**config.mk**
```make
export PLATFORM = sky130hd
export DESIGN_NAME = encode_stream
export DESIGN_NICKNAME = d
export VERILOG_FILES = /design/src/rtl/kyber_pkg.sv /design/src/rtl/bitpack_acc.sv /design/src/rtl/encode_stream.sv
export SDC_FILE = /design/constraint.sdc
export NUM_CORES = 1
export LEC_CHECK = 0
export ABC_CLOCK_PERIOD_IN_PS = 3840
export CELL_PAD_IN_SITES_DETAIL_PLACEMENT = 1
export CELL_PAD_IN_SITES_GLOBAL_PLACEMENT = 1
export CORE_ASPECT_RATIO = 0.5
export CORE_MARGIN = 3
export CORE_UTILIZATION = 36
export CTS_CLUSTER_DIAMETER = 50
export DETAILED_ROUTE_END_ITERATION = 12
export PLACE_DENSITY = 0.67
export SLEW_MARGIN = 10
export SYNTH_ARGS = -nofsm -noshare
export SYNTH_HDL_FRONTEND = slang
export SYNTH_HIERARCHICAL = 1
export SYNTH_SLANG_ARGS = --single-unit
```
**constraint.sdc**
```tcl
create_clock -name i_clk -period 3.84 [get_ports i_clk]
set_clock_uncertainty 0.05 [all_clocks]
set_input_delay 0.768 -clock i_clk [delete_from_list [all_inputs] [get_ports i_clk]]
set_output_delay 0.768 -clock i_clk [all_outputs]
set_load 0.05 [all_outputs]
```
**src/rtl/kyber_pkg.sv**
```systemverilog
// kyber_pkg: shared constants and helpers for the Kyber byte-encode datapath.
//   KYBER_N     coefficients per polynomial
//   LEGAL_D     encode widths accepted by ByteEncode_d
//   is_legal_d  returns 1 when d is one of LEGAL_D
//   enc_state_e encode_stream control states
package kyber_pkg;

   localparam int unsigned KYBER_N   = 256;
   localparam int unsigned N_LEGAL_D = 6;

   localparam logic [3:0] LEGAL_D [N_LEGAL_D] = '{4'd1, 4'd4, 4'd5, 4'd10, 4'd11, 4'd12};

   typedef enum logic [1:0] {
      StIdle,
      StRun,
      StDrain
   } enc_state_e;

   function automatic logic is_legal_d(input logic [3:0] d);
      logic ok;
      ok = 1'b0;
      for (int i = 0; i < int'(N_LEGAL_D); i++) begin
         if (d == LEGAL_D[i]) ok = 1'b1;
      end
      return ok;
   endfunction

endpackage

```
**src/rtl/bitpack_acc.sv**
```systemverilog
// bitpack_acc: LSB-first bit accumulator. Appended bits land directly above the
// bits already held; a pop removes the lowest OUT_W bits. Pop and append may occur
// in the same cycle (pop is applied first, then the append lands above the rest).
// Ports:
//   clk, rst    clock, asynchronous active-high reset
//   app_valid   append app_len low bits of app_bits this cycle
//   app_bits    bits to append, LSB first
//   app_len     number of valid bits in app_bits
//   pop         drop the lowest OUT_W bits (caller guarantees count >= OUT_W)
//   window      lowest OUT_W bits of the accumulator
//   count       number of valid bits held
module bitpack_acc #(
   parameter int unsigned IN_W  = 24,
   parameter int unsigned OUT_W = 64,
   parameter int unsigned ACC_W = OUT_W + IN_W,
   localparam int unsigned LEN_W = $clog2(IN_W + 1),
   localparam int unsigned CNT_W = $clog2(ACC_W + 1)
) (
   input  logic             clk,
   input  logic             rst,
   input  logic             app_valid,
   input  logic [IN_W-1:0]  app_bits,
   input  logic [LEN_W-1:0] app_len,
   input  logic             pop,
   output logic [OUT_W-1:0] window,
   output logic [CNT_W-1:0] count
);

   logic [ACC_W-1:0] acc_q, acc_d, base_acc;
   logic [CNT_W-1:0] count_q, count_d, base_cnt;
   logic [IN_W-1:0]  app_mask;

   always_comb begin
      base_acc = pop ? (acc_q >> OUT_W) : acc_q;
      base_cnt = pop ? (count_q - CNT_W'(OUT_W)) : count_q;
      // Keep bits above app_len out of the accumulator.
      app_mask = {IN_W{1'b1}} >> (IN_W - 32'(app_len));
      acc_d    = base_acc;
      count_d  = base_cnt;
      if (app_valid) begin
         acc_d   = base_acc | (ACC_W'(app_bits & app_mask) << base_cnt);
         count_d = base_cnt + CNT_W'(app_len);
      end
   end

   always_ff @(posedge clk or posedge rst) begin
      if (rst) begin
         acc_q   <= '0;
         count_q <= '0;
      end else begin
         acc_q   <= acc_d;
         count_q <= count_d;
      end
   end

   assign window = acc_q[OUT_W-1:0];
   assign count  = count_q;

endmodule

```
**src/rtl/encode_stream.sv**
```systemverilog
// encode_stream: streams one 256-coefficient polynomial through ByteEncode_d,
// P_NCOEF coefficients in per beat, P_OBYTES bytes out per beat.
// Ports:
//   i_clk, i_rst     clock, asynchronous active-high reset
//   i_start, i_l     start a polynomial with encode width d (sampled in IDLE only)
//   i_coeffs         P_NCOEF 12-bit coefficients, coefficient m at [12m+11:12m]
//   i_coeffs_valid / o_coeffs_ready   input beat handshake
//   o_obytes         P_OBYTES bytes, byte k at [8k+7:8k]
//   o_obytes_valid / i_obytes_ready   output beat handshake
//   o_done           one-cycle pulse after the final output beat
//   o_err            one-cycle pulse after an i_start with an illegal d
module encode_stream
   import kyber_pkg::*;
#(
   parameter int unsigned P_NCOEF  = 2,
   parameter int unsigned P_OBYTES = 8
) (
   input  logic                    i_clk,
   input  logic                    i_rst,
   input  logic                    i_start,
   input  logic [3:0]              i_l,
   input  logic [12*P_NCOEF-1:0]   i_coeffs,
   input  logic                    i_coeffs_valid,
   output logic                    o_coeffs_ready,
   output logic [8*P_OBYTES-1:0]   o_obytes,
   output logic                    o_obytes_valid,
   input  logic                    i_obytes_ready,
   output logic                    o_done,
   output logic                    o_err
);

   localparam int unsigned IN_W    = 12 * P_NCOEF;
   localparam int unsigned OUT_W   = 8 * P_OBYTES;
   localparam int unsigned ACC_W   = OUT_W + IN_W;
   localparam int unsigned LEN_W   = $clog2(IN_W + 1);
   localparam int unsigned CNT_W   = $clog2(ACC_W + 1);
   localparam int unsigned N_BEATS = KYBER_N / P_NCOEF;
   localparam int unsigned BEAT_W  = $clog2(N_BEATS + 1);
   localparam int unsigned OBEAT_W = $clog2(32 * 12 + 1);

   enc_state_e         state_q, state_d;
   logic [3:0]         dlen_q, dlen_d;
   logic [BEAT_W-1:0]  in_cnt_q, in_cnt_d;
   logic [OBEAT_W-1:0] out_cnt_q, out_cnt_d, out_total;
   logic               done_q, done_d, err_q, err_d;
   logic [IN_W-1:0]    packed_bits;
   logic [11:0]        coef_mask;
   logic [LEN_W-1:0]   app_len;
   logic [CNT_W-1:0]   count;
   logic               accept, pop;

   // Compact the low d bits of each coefficient into a contiguous LSB-first field.
   always_comb begin
      coef_mask   = 12'hFFF >> (32'd12 - 32'(dlen_q));
      packed_bits = '0;
      for (int m = 0; m < int'(P_NCOEF); m++) begin
         packed_bits = packed_bits
                     | (IN_W'(i_coeffs[12*m +: 12] & coef_mask) << (32'(m) * 32'(dlen_q)));
      end
   end

   assign app_len        = LEN_W'(32'(dlen_q) * P_NCOEF);
   assign o_coeffs_ready = (state_q == StRun) && (32'(in_cnt_q) != N_BEATS)
                           && (32'(count) + 32'(app_len) <= ACC_W);
   assign o_obytes_valid = (32'(count) >= OUT_W);
   assign accept         = o_coeffs_ready & i_coeffs_valid;
   assign pop            = o_obytes_valid & i_obytes_ready;
   assign out_total      = OBEAT_W'((32'd32 * 32'(dlen_q)) / P_OBYTES);

   bitpack_acc #(
      .IN_W  (IN_W),
      .OUT_W (OUT_W),
      .ACC_W (ACC_W)
   ) u_acc (
      .clk       (i_clk),
      .rst       (i_rst),
      .app_valid (accept),
      .app_bits  (packed_bits),
      .app_len   (app_len),
      .pop       (pop),
      .window    (o_obytes),
      .count     (count)
   );

   always_comb begin
      state_d   = state_q;
      dlen_d    = dlen_q;
      in_cnt_d  = in_cnt_q;
      out_cnt_d = out_cnt_q;
      done_d    = 1'b0;
      err_d     = 1'b0;
      unique case (state_q)
         StIdle: begin
            if (i_start) begin
               if (is_legal_d(i_l)) begin
                  state_d   = StRun;
                  dlen_d    = i_l;
                  in_cnt_d  = '0;
                  out_cnt_d = '0;
               end else begin
                  err_d = 1'b1;
               end
            end
         end
         StRun: begin
            if (accept) begin
               in_cnt_d = in_cnt_q + 1'b1;
               if (32'(in_cnt_q) == N_BEATS - 1) state_d = StDrain;
            end
            if (pop) out_cnt_d = out_cnt_q + 1'b1;
         end
         StDrain: begin
            if (pop) begin
               out_cnt_d = out_cnt_q + 1'b1;
               // All input is in, so the last output beat empties the accumulator.
               if (out_cnt_q == out_total - 1'b1) begin
                  state_d   = StIdle;
                  done_d    = 1'b1;
                  out_cnt_d = '0;
               end
            end
         end
         default: state_d = StIdle;
      endcase
   end

   always_ff @(posedge i_clk or posedge i_rst) begin
      if (i_rst) begin
         state_q   <= StIdle;
         dlen_q    <= '0;
         in_cnt_q  <= '0;
         out_cnt_q <= '0;
         done_q    <= 1'b0;
         err_q     <= 1'b0;
      end else begin
         state_q   <= state_d;
         dlen_q    <= dlen_d;
         in_cnt_q  <= in_cnt_d;
         out_cnt_q <= out_cnt_d;
         done_q    <= done_d;
         err_q     <= err_d;
      end
   end

   assign o_done = done_q;
   assign o_err  = err_q;

endmodule

```
==> results of run 1 <==
## power by group through the flow
stage                     combinational [mW]  clock, mW  sequential (mW)
after global placement                  8.95          0             2.06
after global routing                    11.3       1.74             2.13
after CTS                               9.52       1.67             2.06
after detailed placement                9.12          0             2.07
after floorplan                         5.93          0             1.95
final                                   10.7       1.64             2.07
## per-layer routing
layer	vias up	GRT usage, %
met5	-	0
met4	0	8.905
met3	76	5.642
met2	347	42.74
met1	5306	37.34
li1	4733	-
## cell type report
cell class | count | area (um^2)
well taps | 374 | 467.9
fillers | 3070 | 13210
repair buffers | 286 | 2515
clock buffers | 19 | 452.9
clock inverters | 13 | 135.1
flip-flops and latches | 120 | 3009
multi-input cells | 882 | 6893
inverters | 43 | 168.9
## final timing paths
path / end / startpoint / depth (start not counted) / slack (ps)
max: u_acc/acc_q[86]$_DFF_PP0_ / dlen_q[1]$_DFFE_PP0P_ / 17 / -7
min: u_acc/acc_q[9]$_DFF_PP0_ / u_acc/acc_q[9]$_DFF_PP0_ / 2 / 450
max reg2reg: u_acc/acc_q[86]$_DFF_PP0_ / dlen_q[1]$_DFFE_PP0P_ / 17 / -7
min reg2reg: u_acc/acc_q[9]$_DFF_PP0_ / u_acc/acc_q[9]$_DFF_PP0_ / 2 / 450
max in group asynchronous: dlen_q[2]$_DFFE_PP0P_ / i_rst / 2 / 2080
min in group asynchronous: u_acc/count[6]$_DFF_PP0_ / i_rst / 2 / 700
## cells in the final DEF (no fill, tap or decap), types with 18 or more instances in the layout
cell type | synthesis | final
sky130_fd_sc_hd__a22oi_1 | 22 | 21
sky130_fd_sc_hd__inv_1 | 40 | 36
sky130_fd_sc_hd__o221ai_1 | 47 | 33
sky130_fd_sc_hd__nand3_1 | 39 | 39
sky130_fd_sc_hd__o211ai_1 | 20 | 20
sky130_fd_sc_hd__buf_4 | 67 | 169
sky130_fd_sc_hd__a21oi_1 | 41 | 32
sky130_fd_sc_hd__mux2i_1 | 40 | 31
sky130_fd_sc_hd__dfrtp_1 | 120 | 117
sky130_fd_sc_hd__o21ai_2 | 0 | 18
sky130_fd_sc_hd__and2_1 | 21 | 19
sky130_fd_sc_hd__o21ai_0 | 71 | 42
sky130_fd_sc_hd__nor2_1 | 73 | 63
sky130_fd_sc_hd__clkdlybuf4s50_1 | 0 | 99
sky130_fd_sc_hd__nor3_1 | 19 | 18
sky130_fd_sc_hd__nand2_1 | 130 | 126
## flip-flops by register name, indices dropped and copies added, names as in the netlist
register,count
o_err,1
u_acc/count,7
out_cnt_q,9
o_done,1
u_acc/acc_q,88
state_q,2
in_cnt_q,8
dlen_q,4
## repair_timing
| action | CTS | global route |
|---|---|---|
| resized for setup | 59 | 150 |
| setup endpoints to repair | 83 | 85 |
| buffers inserted | 3 | 11 |
| gates cloned | 0 | 0 |
| pin swaps | 10 | 46 |
## Yosys cell counts, drive strengths merged, types with 6 or more instances
library cell,instances,share of area (%)
buf,89,6.1
mux2i,44,4.7
o211ai,21,1.7
nand2,131,5.0
a31oi,17,1.1
o22ai,17,1.1
nor2b,19,1.2
ha,19,2.4
o22a,6,0.54
clkbuf,52,2.0
a222oi,10,1.0
a211oi,15,1.2
nor2,75,2.9
a21oi,41,2.1
and2,21,1.3
or2,10,0.63
o21ai,78,3.9
nor3,21,1.2
o31ai,14,1.1
nand4,8,0.50
o21a,6,0.45
xor2,9,0.79
a22oi,22,1.7
a221o,17,1.7
mux2,19,2.1
a21o,10,0.75
nand2b,11,0.69
a221oi,10,0.88
inv,42,1.6
o221ai,47,4.1
a22o,7,0.61
dfrtp,120,30
or3,10,0.68
xnor2,11,0.97
nand3,39,2.0
o2111ai,6,0.53
## kinds of logic after synthesis
family | count (synthesis)
compound gates | 395
xor+xnor | 21
fa+ha+maj | 21
buf+inv | 184
flops | 120
mux | 68
other cells | 1
simple gates | 368
## per-stage QoR
stage	std cells	setup WS [ps]	area (um^2)	utilization, %	power [mW]
after floorplan	1186	4.816	10030	-	7.886
after global placement	1694	-246.6	12070	44.94	11.01
after detailed placement	1694	-363.7	12070	44.94	11.19
after CTS	1729	-0.7256	12880	47.95	13.26
after global routing	1737	-134.6	13640	50.80	15.22
final	1737	-7.024	13640	50.80	14.39
## critical path, stage by stage, from the launching register on
cell,delay [ps]
sky130_fd_sc_hd__dfrtp_1,420
sky130_fd_sc_hd__inv_4,100
sky130_fd_sc_hd__ha_4,180
sky130_fd_sc_hd__nand4bb_1,170
sky130_fd_sc_hd__o211ai_1,210
sky130_fd_sc_hd__o21bai_4,210
sky130_fd_sc_hd__a32o_2,240
sky130_fd_sc_hd__buf_4,130
sky130_fd_sc_hd__mux2i_4,60
sky130_fd_sc_hd__buf_4,150
sky130_fd_sc_hd__a211oi_1,270
sky130_fd_sc_hd__nand3_1,240
sky130_fd_sc_hd__o31ai_2,270
sky130_fd_sc_hd__buf_4,180
sky130_fd_sc_hd__mux4_2,320
sky130_fd_sc_hd__mux2i_2,110
sky130_fd_sc_hd__or2_1,260
sky130_fd_sc_hd__a31oi_1,180
==> impl_summary.log, run 1 <==
INFO  metric layout-drive-gt1-share = a little under a third
INFO  metric sequentialPowerShare = 14.4%
INFO  metric synth_async_sr_flop_share = 100.0%
INFO  metric detail-route-antenna-nets = 0
INFO  metric clock_tree_from_tritoncts = yes
INFO  metric sort_of_element_at_the_start_of_the_critical_path = flop
INFO  metric power.share.combinational = 74.2%
INFO  metric route.detailed.drc = 0
INFO  metric cp.arrival = slightly above 4000 ps
INFO  metric cts_hold_buffers = 0
INFO  metric period_share = 100.2%
INFO  metric endpoint_kind = flop
INFO  metric cts.path.max_buffers = 2
INFO  metric cts-buffers-inserted = 17
INFO  metric netSwitchingFraction = between 50% and 60%
INFO  metric setup_slack = -7.024 ps
INFO  metric p_per_area = 1055 nW/um^2
INFO  metric cts.root.buffer_cell = sky130_fd_sc_hd__clkbuf_16
INFO  metric internal-power = between 6 and 7 mW
INFO  metric floorplan.io_pins = 101
INFO  metric detail_route.vias_per_cell = 6.023
INFO  metric totalWireLength = ~41000 um
INFO  metric die_w = between 200 and 250 um
INFO  metric met3WireLength = about 2300 um
INFO  metric route.layer.met1.wl = ~19000 um
INFO  metric dr.pass1.iters = 7
INFO  metric setup_viol_count_final = 1
INFO  metric grt_setup_unrepaired = true
INFO  metric yosys.area_share.xor_xnor = roughly 2.0%
INFO  metric cp_max_fo = 5
INFO  metric yosysSeqAreaShare = 30.09%
INFO  metric timing.final.crit_period = ~3800 ps
INFO  metric grt_pass1_vias = 10760
INFO  metric clock.fmax = between 200 and 300 MHz
INFO  metric cap_viol_max_count = 0
INFO  metric synthDistinctLibCells = between 90 and 100
INFO  metric whs = around 450 ps
INFO  metric insertedDiodeCount = 0
INFO  metric timing_max_transition_violations_final = 0
INFO  metric total_switching_power = 7.502 mW
INFO  metric numPortBuffers = 100
INFO  metric synth_top_family_by_area = compound AO/OA/AOI/OAI gates
INFO  metric dr_total_vias = around 10000
INFO  metric starting_utilization_of_the_core_area = between 30% and 40%
INFO  metric post_synth_instance_area = about 10000 um^2
INFO  metric worstHoldPathType = flop to flop
INFO  metric area_delta_synth_final = 36.71%
INFO  metric grt_antenna_before_repair = 0
INFO  metric floorplan.die_area = ~30000 um^2
INFO  metric run_status = complete, but fails checks
INFO  metric failed_checks = negative setup slack
INFO  metric later_pin_clock_latency_in_the_skew_report = between 400 and 500 ps
INFO  metric synth_area_per_cell = 8.471 um^2
INFO  metric fin_setup_tns = -7.024 ps
INFO  metric ir_worst_vdd = approximately 420 uV
INFO  metric placement_rows = 42
INFO  metric timing.setup.critical_path_class = flop to flop
INFO  metric dpl.hpwl = 29810 um
INFO  metric track_usage = a little over a quarter
INFO  metric yosys.area_share.simple = 17.97%
INFO  metric power.clock.fraction = between 10% and 20%
INFO  metric timing.final.hold_violations = 0
INFO  metric htree_levels = 4
INFO  metric die_height = 123.7 um
INFO  metric grt_remaining_overflow = 0
INFO  metric worst_slew_margin_rel = around a third
INFO  metric globalplace.congestion = 0.9864
INFO  metric netlist_instances = about 1200
INFO  metric synth-edff-count = 0
INFO  metric synth_compound_area_share = 29.49%
INFO  metric synthMuxAreaShare = 8.013%
INFO  metric final_nets = 1404
INFO  metric routed.top_layer = met4
INFO  metric routed_length_per_instance = 23.60 um
INFO  metric synth_flop_cell = sky130_fd_sc_hd__dfrtp_1
INFO  metric drtIter0Drc = 930
INFO  metric core_area = 26850 um^2
INFO  metric grt_max_degree = 61
INFO  metric global_route_wire_length_before_repair = around 62000 um
INFO  metric leakage = around 5.5 nW
INFO  metric worst_setup_hold_path_clk_slew = 60 ps
INFO  metric routed-wl-met2 = 18440 um
INFO  metric postSynthRegisterBits = 120
INFO  metric synth.yosys.warnings = 6
INFO  metric cts.sinks = 120
INFO  metric worst_slew_pin_slew = approximately 1000 ps
INFO  metric critPathRequiredTime = roughly 4100 ps
INFO  metric synth-adder-area-share = under 10%
No activity file was read; power rests on OpenSTA's default activity.
==> inputs of run 2 (changes only) <==
PLACE_DENSITY = 0.78   (was 0.67)
==> impl_summary.log, run 2 (synthesis results as in run 1) <==
INFO  metric globalplace.congestion = 0.9446
INFO  metric die_height = about 120 um
INFO  metric core_area = 26850 um^2
INFO  metric fillerInstances = ~3100
INFO  metric grt_max_degree = 61
INFO  metric failed_checks = negative setup slack
INFO  metric layout-drive-gt1-share = ~28%
INFO  metric worst_slew_margin_rel = between 30 and 40%
INFO  metric area_delta_synth_final = 35.49%
INFO  metric floorplan.die_area = 29870 um^2
INFO  metric clock.fmax = 257.2 MHz
INFO  metric setup_viol_count_final = 1
INFO  metric totalWireLength = ~42000 um
INFO  metric worstHoldPathType = flop to flop
INFO  metric leakage = between 5 and 6 nW
INFO  metric placement_rows = between 40 and 50
INFO  metric grt_remaining_overflow = 0
INFO  metric grt_setup_unrepaired = true
INFO  metric run_status = complete, but fails checks
INFO  metric cts.sinks = 120
INFO  metric max_reg_flops = approximately 90
INFO  metric cp_max_fo = 9
INFO  metric final_common_cell = sky130_fd_sc_hd__buf_4
INFO  metric dr_total_vias = 10710
INFO  metric fin_setup_tns = -47.94 ps
INFO  metric timing.final.crit_period = ~4000 ps
INFO  metric drtIter0Drc = about 1300
INFO  metric worst_setup_hold_path_clk_slew = 60 ps
INFO  metric later_pin_clock_latency_in_the_skew_report = 440 ps
INFO  metric insertedDiodeCount = 0
INFO  metric timing.critical_path.mode_cell = sky130_fd_sc_hd__buf_4
INFO  metric biggest_regs = u_acc/acc_q x88, out_cnt_q x9, in_cnt_q x8
INFO  metric endpoint_kind = flop
INFO  metric dpl.hpwl = 29370 um
INFO  metric timing.final.hold_violations = 0
INFO  metric cts.root.buffer_cell = sky130_fd_sc_hd__clkbuf_16
INFO  metric final_nets = around 1400
INFO  metric detail-route-antenna-nets = 0
INFO  metric detail_route.vias_per_cell = 6.168
INFO  metric worst_path_dominant_cell_family = compound AO/OA/AOI/OAI gates
INFO  metric timing_max_transition_violations_final = 0
INFO  metric ir_worst_vdd = ~450 uV
INFO  metric period_share = 101.2%
INFO  metric die_w = 241.4 um
INFO  metric starting_utilization_of_the_core_area = 37.16%
INFO  metric place.detailed.instances = between 1500 and 2000
INFO  metric dr.pass1.iters = 7
INFO  metric timing.setup.critical_path_class = flop to flop
INFO  metric instances_no_fill = around 1700
INFO  metric cts-buffers-inserted = 17
INFO  metric floorplan.io_pins = 101
INFO  metric cpPeakStageDelay = between 400 and 500 ps
INFO  metric track_usage = ~27%
INFO  metric postLayoutCoreUtil = slightly above 50%
INFO  metric largest_register = u_acc/acc_q
INFO  metric numPortBuffers = 100
INFO  metric cp.arrival = between 4000 and 5000 ps
INFO  metric sort_of_element_at_the_start_of_the_critical_path = flop
INFO  metric setup_slack = -47.94 ps
INFO  metric route.detailed.drc = 0
INFO  metric crit_slowest_cell = sky130_fd_sc_hd__dfrtp_2
INFO  metric critPathBufInv = 5
INFO  metric htree_levels = 4
INFO  metric critPathRequiredTime = a little over 4000 ps
INFO  metric cell_breakdown_of_the_critical_path = inv_4, ha_4, buf_6, buf_4, nor2b_1, o211ai_1, o2111ai_1, o31ai_1, buf_4, a21oi_2, o21ai_2, o2bb2ai_2, buf_4, nand2_1, o221a_4, a311oi_2, a221o_1, mux2i_1, or2_1, a31oi_2
INFO  metric clock_tree_from_tritoncts = yes
INFO  metric p_per_area = approximately 1100 nW/um^2
INFO  metric cts.path.max_buffers = 2
INFO  metric routed_length_per_instance = ~24 um
INFO  metric layout.cells.most_common_list = sky130_fd_sc_hd__buf_4, sky130_fd_sc_hd__nand2_1, sky130_fd_sc_hd__dfrtp_1
INFO  metric grt_pass1_vias = between 10000 and 15000
INFO  metric global_route_wire_length_before_repair = between 60000 and 70000 um
INFO  metric worst_slew_pin_slew = a little over 1000 ps
INFO  metric grt_antenna_before_repair = 0
INFO  metric cap_viol_max_count = 0
INFO  metric cts_hold_buffers = 0
-- run 2: routing by layer --
| layer | vias up | share of wire, % | track usage (%) |
|---|---|---|---|
| met1 | 5409 | 44 | 36.61 |
| met3 | 97 | 6.2 | 4.336 |
| li1 | 4731 | - | - |
| met5 | - | 0 | 0 |
| met2 | 470 | 47 | 44.71 |
| met4 | 0 | 2.7 | 7.712 |
-- run 2: final cells by class --
class,instances,area [um^2],share of cell area [%]
Clock buffer,19,442.9,3.276
Clock inverter,13,216.5,1.601
Inverter,43,168.9,1.249
Multi-Input combinational cell,882,6735,49.82
Sequential cell,120,3008,22.25
Tap cell,374,467.9,3.461
Timing Repair Buffer,285,2480,18.34
-- run 2: worst register-to-register path: stages, from the launching register on --
cell and delay, ps:
sky130_fd_sc_hd__dfrtp_2 450, sky130_fd_sc_hd__inv_4 100, sky130_fd_sc_hd__ha_4 170, sky130_fd_sc_hd__buf_6 150
sky130_fd_sc_hd__buf_4 120, sky130_fd_sc_hd__nor2b_1 40, sky130_fd_sc_hd__o211ai_1 230, sky130_fd_sc_hd__o2111ai_1 160
sky130_fd_sc_hd__o31ai_1 100, sky130_fd_sc_hd__buf_4 190, sky130_fd_sc_hd__a21oi_2 70, sky130_fd_sc_hd__o21ai_2 180
sky130_fd_sc_hd__o2bb2ai_2 130, sky130_fd_sc_hd__buf_4 140, sky130_fd_sc_hd__nand2_1 80, sky130_fd_sc_hd__o221a_4 320
sky130_fd_sc_hd__a311oi_2 250, sky130_fd_sc_hd__a221o_1 250, sky130_fd_sc_hd__mux2i_1 120, sky130_fd_sc_hd__or2_1 290
sky130_fd_sc_hd__a31oi_2 210
-- run 2: power by group --
group	leakage, nW	switching, mW	internal [mW]
Clock	0.311	0.651	1.18
Combinational	3.59	6.37	4.20
Sequential	1.61	0.396	1.69
Total	5.50	7.42	7.07
-- run 2: final timing paths --
kind,startpoint,cells after the start,to,slack (ps)
worst max register to register,dlen_q[1]$_DFFE_PP0P_,20,u_acc/acc_q[86]$_DFF_PP0_,-50
min in group asynchronous,i_rst,2,u_acc/acc_q[22]$_DFF_PP0_,760
max in group asynchronous,i_rst,2,dlen_q[3]$_DFFE_PP0P_,2100
worst min register to register,u_acc/acc_q[42]$_DFF_PP0_,2,u_acc/acc_q[42]$_DFF_PP0_,450
worst max-delay path,dlen_q[1]$_DFFE_PP0P_,20,u_acc/acc_q[86]$_DFF_PP0_,-50
worst min-delay path,u_acc/acc_q[42]$_DFF_PP0_,2,u_acc/acc_q[42]$_DFF_PP0_,450
-- run 2: per-stage QoR --
step	hold WS (ps)	total power, mW	instance area, um^2	worst slack (ps)
after floorplan	408.8	7.886	10030	4.816
after global placement	425.9	10.79	11950	-351.0
after detailed placement	434.3	11.09	11950	-440.5
after CTS	449.9	13.37	12850	-44.16
after global routing	462.8	15.21	13520	-135.6
final	449.3	14.49	13520	-47.94
-- run 2: what timing repair did --
item                       4_1_cts  5_1_grt
gates cloned                     0        0
pin swaps                        5       42
resized for setup               55      115
buffers inserted                 4       21
setup endpoints to repair       86       82
